[config.mk]
export PLATFORM = sky130hd
export DESIGN_NAME = magnitude_squared_cal
export DESIGN_NICKNAME = d
export VERILOG_FILES = /design/src/rtl/magnitude_squared_cal.sv
export SDC_FILE = /design/constraint.sdc
export NUM_CORES = 2
export LEC_CHECK = 0
export ABC_CLOCK_PERIOD_IN_PS = 42800
export CAP_MARGIN = 0
export CORE_MARGIN = 4
export CORE_UTILIZATION = 40
export CTS_BUF_LIST = sky130_fd_sc_hd__clkbuf_8
export DETAILED_ROUTE_END_ITERATION = 10
export SLEW_MARGIN = 20
export SYNTH_ARGS = -nofsm -noshare
export SYNTH_HDL_FRONTEND = slang
export SYNTH_SLANG_ARGS = --single-unit
[constraint.sdc]
create_clock -name clock -period 42.8 [get_ports clock]
set_input_delay 6.42 -clock clock [delete_from_list [all_inputs] [get_ports clock]]
set_output_delay 6.42 -clock clock [all_outputs]
set_load 0.01 [all_outputs]
[src/rtl/magnitude_squared_cal.sv]
// -----------------------------------------------------------------------------
// magnitude_squared_cal
//
// Iterative sum-of-squares stage: dataOut = dataInReal^2 + dataInImag^2.
// Both components are converted to unsigned magnitudes on the accept edge.
// Each magnitude is then squared with a shift-add multiplier that retires one
// partial product per clock, and both squares land in one shared accumulator.
// The 2*DATA_WIDTH-bit result feeds the downstream square-root stage.
//
// Ports
//   clock       system clock, rising edge active
//   reset       asynchronous, active-high reset
//   enable      start request, sampled only while idle
//   dataInReal  signed real component (I), DATA_WIDTH bits
//   dataInImag  signed imaginary component (Q), DATA_WIDTH bits
//   busy        high while a calculation is in progress
//   dataValid   one-cycle pulse marking a new dataOut
//   dataOut     unsigned I^2 + Q^2, 2*DATA_WIDTH bits, held until next result
//
// Build option
//   SKIP_ZERO_BITS_EN  when defined, a squaring phase ends early as soon as
//                      the remaining magnitude bits are all zero. Latency then
//                      depends on the data (minimum 3 edges for I=Q=0).
//                      When undefined, latency is fixed at 2*DATA_WIDTH+1.
//
// State table
//   state        | meaning
//   IDLE         | waiting for enable; operands latched on accept
//   SQUARE_REAL  | one shift-add step of |I|^2 per clock
//   SQUARE_IMAG  | one shift-add step of |Q|^2 per clock
//   DONE         | publish accumulator, pulse dataValid, return to IDLE
// -----------------------------------------------------------------------------
module magnitude_squared_cal #(
  parameter int DATA_WIDTH = 71
) (
  input  logic                         clock,
  input  logic                         reset,
  input  logic                         enable,
  input  logic signed [DATA_WIDTH-1:0] dataInReal,
  input  logic signed [DATA_WIDTH-1:0] dataInImag,
  output logic                         busy,
  output logic                         dataValid,
  output logic [2*DATA_WIDTH-1:0]      dataOut
);

  localparam int OUT_W = 2 * DATA_WIDTH;
  localparam int CNT_W = (DATA_WIDTH > 1) ? $clog2(DATA_WIDTH) : 1;
  localparam logic [CNT_W-1:0] LAST_CNT = CNT_W'(DATA_WIDTH - 1);

  typedef enum logic [1:0] {
    IDLE        = 2'd0,
    SQUARE_REAL = 2'd1,
    SQUARE_IMAG = 2'd2,
    DONE        = 2'd3
  } state_t;

  state_t state;
  state_t state_next;

  logic [DATA_WIDTH-1:0] mag_r;
  logic [DATA_WIDTH-1:0] mag_q;
  logic [OUT_W-1:0]      acc;
  logic [CNT_W-1:0]      count;

  logic [DATA_WIDTH-1:0] cur_mag;
  logic                  cur_bit;
  logic [OUT_W-1:0]      addend;
  logic                  last_step;
  logic                  skip;
  logic                  phase_end;

  logic                  load;
  logic                  step;
  logic                  add;
  logic                  finish;

  // Two's-complement magnitude. For the most negative input, ~x + 1 wraps back
  // to 1000...0, which read as unsigned is exactly 2^(DATA_WIDTH-1).
  function automatic logic [DATA_WIDTH-1:0] abs_mag(input logic [DATA_WIDTH-1:0] x);
    abs_mag = x[DATA_WIDTH-1] ? (~x + DATA_WIDTH'(1)) : x;
  endfunction

  // ---------------------------------------------------------------------------
  // Shift-add step decode
  // ---------------------------------------------------------------------------
  always_comb begin
    cur_mag   = (state == SQUARE_IMAG) ? mag_q : mag_r;
    cur_bit   = cur_mag[count];
    addend    = {{DATA_WIDTH{1'b0}}, cur_mag} << count;
    last_step = (count == LAST_CNT);
`ifdef SKIP_ZERO_BITS_EN
    // Nothing left to add once every bit from count upward is zero.
    skip      = ((cur_mag >> count) == '0);
`else
    skip      = 1'b0;
`endif
    phase_end = last_step || skip;
  end

  // ---------------------------------------------------------------------------
  // FSM: state register
  // ---------------------------------------------------------------------------
  always_ff @(posedge clock or posedge reset) begin
    if (reset) begin
      state <= IDLE;
    end else begin
      state <= state_next;
    end
  end

  // ---------------------------------------------------------------------------
  // FSM: next-state logic
  // ---------------------------------------------------------------------------
  always_comb begin
    state_next = state;
    case (state)
      IDLE: begin
        if (enable) begin
          state_next = SQUARE_REAL;
        end
      end
      SQUARE_REAL: begin
        if (phase_end) begin
          state_next = SQUARE_IMAG;
        end
      end
      SQUARE_IMAG: begin
        if (phase_end) begin
          state_next = DONE;
        end
      end
      DONE: begin
        state_next = IDLE;
      end
      default: begin
        state_next = IDLE;
      end
    endcase
  end

  // ---------------------------------------------------------------------------
  // FSM: output / control decode (from registered state only)
  // ---------------------------------------------------------------------------
  always_comb begin
    busy   = (state != IDLE);
    load   = (state == IDLE) && enable;
    step   = (state == SQUARE_REAL) || (state == SQUARE_IMAG);
    // A skipped step always sees a zero bit, so it never adds.
    add    = step && cur_bit;
    finish = (state == DONE);
  end

  // ---------------------------------------------------------------------------
  // Datapath
  // ---------------------------------------------------------------------------
  always_ff @(posedge clock or posedge reset) begin
    if (reset) begin
      mag_r     <= '0;
      mag_q     <= '0;
      acc       <= '0;
      count     <= '0;
      dataOut   <= '0;
      dataValid <= 1'b0;
    end else begin
      dataValid <= 1'b0;

      if (load) begin
        mag_r <= abs_mag(dataInReal);
        mag_q <= abs_mag(dataInImag);
        acc   <= '0;
        count <= '0;
      end

      if (step) begin
        // Max total is 2^(OUT_W-1), so the accumulator cannot wrap.
        if (add) begin
          acc <= acc + addend;
        end
        count <= phase_end ? '0 : (count + CNT_W'(1));
      end

      if (finish) begin
        dataOut   <= acc;
        dataValid <= 1'b1;
      end
    end
  end

endmodule

==> results by group <==
Run status
  • Status: finished clean

Clock tree
  • CTS buffer count: 79
  • Buffer depth of the longest clock path: 3
  • Postcts setup bufs: 0
  • Root Driver: clkbuf_8
  • Clk slew on worst S/H paths: 60 ps
  • Post-CTS Resized: 0
  • Cts hold-fix bufs: 0
  • Clk_lat worst skew: 690 ps
  • CTS Sinks: between 400 and 500
  • H-tree Lvls: 3
  • CTS tree: built

Power and ir drop
  • Maximum vdd ir drop: 0.06440 mV
  • Reg power frac: 18.5%
  • Switching share of power: a little over half
  • Comb pwr share: a little under three quarters
  • Tot Pwr: between 0.003 and 0.004 W
  • NetSw: 0.002147 W
  • Pwr/cell area: 96.34 nW/µm²
  • Leakage power: 17.89 nW
  • Internal power: 0.001839 W
  • Clk network pwr share: 10.3%

Critical path
  • Worst Path Max Fanout: 6
  • Worst path required time: 43310 ps
  • Critical Path AT: between 10000 and 15000 ps
  • CP Launch Type: input pin
  • Setup CP Type: in -> reg
  • Crit path capture type: flop

Die
  • Row Count: 110
  • Core area: 90010 µm²
  • Die X: ~310 µm
  • Full die area: between 90000 and 100000 µm²
  • Die height: 309.3 µm
  • Starting Density: 40.34%
  • Ports: 289

Route
  • Drt total wl: 130300 µm
  • Router iterations before antenna repair: 9
  • Vias: 33680
  • Antenna viol nets, final: 0
  • Iteration-0 DRC count of the detailed router: 3283
  • # DRC: 0
  • Post-DR vias/cell: approximately 5.9
  • WL per Instance: 22.85 µm

Synth
  • Most instantiated library cell after synthesis: nand2_1
  • Mapped Avg Cell Area: 8.292 µm²
  • Area of the mapped netlist: 36310 µm²
  • Async SR Flop Fraction: between 90% and 100%
  • Main synth FF type: dfrtp_1
  • Post-synth EDFFs: 0
  • Synth top area share: 30.05%
  • Post-synth top cells: nand2_1 (682), o21ai_0 (515), dfrtp_1 (436), nor2_1 (290), a21oi_1 (274)
  • Sequential area share after synthesis: 30.05%
  • Top cells by area, synth: dfrtp_1 (30%), o21ai_0 (7.1%), nand2_1 (7.1%)
  • Yosys cell types: 82
  • Syn_nets: 4675
  • Largest area contributor in the netlist: dfrtp_1
  • Ys Warns: 0
  • FF+latch count, synth: around 440
  • Cell count after synthesis: ~4400

Timing
  • Worst-Margin Slew: 1023 ps
  • Slew margin rel.: 31.53%
  • Clock Skew: 36.50 ps
  • Final Hold Viols: 0
  • Crit path time final: roughly 10000 ps
  • Setup TNS: 0 ps
  • Finish-stage setup viols: 0
  • Fmax: 99.72 MHz
  • Fin crit share: between 20% and 30%
  • Slew Limit Fails: 0
  • Unrepaired setup endpoints after global routing: false

Placement
  • Final GP Congestion: 1.053
  • Detail Placement HPWL: 103700 µm
  • Port buffer count: 288

Global routing
  • Met1 GRT Util: between 30% and 40%
  • Vias in the first global route: 32080
  • Largest net degree at the start of global routing: 115
  • GR peak layer: met2
  • First-pass GRT wire length: around 200000 µm
  • GRT Resource Usage Total: 26.50%
  • Met2 usage: 41.79%
  • GRT overflow: 0
  • GR Util met3: 3.905%
  • Initial antenna violation count: 2

Finish
  • Syn-to-layout area delta: 13.95%
  • Fillers: between 8000 and 9000
  • Final net count: 4766
  • Share of layout cells above drive strength 1: a little under an eighth

Min path
  • Hold Crit Class: reg -> reg

Run
  • Max-cap violations: 0
-- worst max-delay path, cell delays in order --
cell and delay [ps]:
clkdlybuf4s50_1 480, or4_4 580, nor4_4 360, and2b_1 330, nand4_1 310, or4_1 620, nand2b_1 230, nor4_1 400
nand2_1 190, o41ai_2 340, xor2_1 190, o21ai_1 80
-- cells by family after synthesis --
family	Yosys count	share of synthesized area, %
AOI/OAI and AO/OA	1283	21.29
xor gates and xnor gates	260	6.271
adders and majority gates	151	5.224
buffers and inverters	373	3.994
DFF	436	30.05
muxes	442	14.88
and+or+nand+nor	1434	18.29
-- placed cells by master, fill, tap and decap left out, types with 10 or more instances in the layout --
| cell | Yosys | final |
|---|---|---|
| nand2_1 | 682 | 680 |
| nand2b_1 | 22 | 22 |
| nor4_1 | 17 | 17 |
| inv_1 | 61 | 79 |
| xnor2_1 | 97 | 97 |
| xor2_1 | 163 | 163 |
| o21a_1 | 29 | 29 |
| nand3_1 | 94 | 94 |
| a31o_2 | 23 | 23 |
| a211oi_1 | 16 | 16 |
| or4_1 | 31 | 31 |
| mux4_2 | 57 | 57 |
| nor2_1 | 290 | 290 |
| o21bai_1 | 45 | 45 |
| mux2i_1 | 172 | 172 |
| dfrtp_1 | 436 | 430 |
| mux2_2 | 213 | 213 |
| clkbuf_8 | 0 | 95 |
| nand4_1 | 86 | 86 |
| a21o_1 | 86 | 86 |
| and3_1 | 10 | 10 |
| or3_1 | 25 | 25 |
| clkdlybuf4s50_1 | 0 | 286 |
| or2_2 | 23 | 23 |
| o21ai_0 | 515 | 515 |
| a21oi_1 | 274 | 274 |
| o211ai_1 | 23 | 23 |
| o22ai_1 | 49 | 49 |
| o41ai_1 | 23 | 23 |
| o22a_1 | 11 | 11 |
| nor3_1 | 42 | 42 |
| a31oi_1 | 21 | 21 |
| o21ai_1 | 22 | 22 |
| ha_1 | 150 | 148 |
| buf_4 | 5 | 32 |
| a21boi_0 | 14 | 14 |
| o31ai_1 | 61 | 61 |
| nor2b_1 | 11 | 11 |
| and2_1 | 50 | 49 |
-- flip-flops by register name, summed over array words and instances, names as in the netlist --
| name | flops |
|---|---|
| count | 7 |
| acc | 142 |
| mag_q | 71 |
| mag_r | 71 |
| dataValid | 1 |
| dataOut | 142 |
| state | 2 |
-- power groups by stage --
stage | Clock (W) | Combinational [W] | Sequential [W]
4_1_cts | 0.000425 | 0.00278 | 0.000741
6_report | 0.000412 | 0.00283 | 0.000739
3_5_place_dp | 0 | 0.00277 | 0.000748
2_1_floorplan | 0 | 0.00189 | 0.000699
5_1_grt | 0.000444 | 0.00306 | 0.000760
3_3_place_gp | 0 | 0.00276 | 0.000744
-- final timing paths --
path | from | endpoint | slack, ps | cells after the start
setup reg to reg | state[0] | acc[134] | 33700 | 22
setup / recovery | dataInImag[7] | mag_q[63] | 32770 | 12
min in group asynchronous | reset | mag_r[61] | 6290 | 2
hold / removal | mag_q[42] | mag_q[42] | 470 | 2
max in group asynchronous | reset | acc[43] | 33600 | 5
hold reg to reg | mag_q[42] | mag_q[42] | 470 | 2
-- through the flow --
stage	instances	area (µm²)	setup WS (ps)	utilization (%)	hold WS, ps
2_1_floorplan	4379	36310	24230	-	442.9
3_3_place_gp	5565	39740	32120	44.15	457.1
3_5_place_dp	5565	39740	32090	44.15	465.4
4_1_cts	5699	41370	32780	45.96	479.8
5_1_grt	5702	41380	32550	45.97	499.0
6_report	5702	41380	32770	45.97	473.9
-- metal layers --
layer  routed length, µm  vias up  part of all wire [%]
met5                   0        -                     0
met4                6649        0                   5.1
met3                8431      291                   6.5
met2               57790     1255                    44
met1               57410    16070                    44
li1                    -    16070                     -
-- area by class of cell --
class	instances	area (µm²)	area share (%)
multi-input cells	3570	24000	58.01
flip-flops and latches	436	10920	26.39
repair buffers	319	3108	7.512
well taps	1176	1471	3.556
clock buffers	95	1308	3.160
clock inverters	39	314.1	0.7590
inverters	64	249.0	0.6018
diodes	3	7.507	0.01814
(Power assumes the default switching activity.)
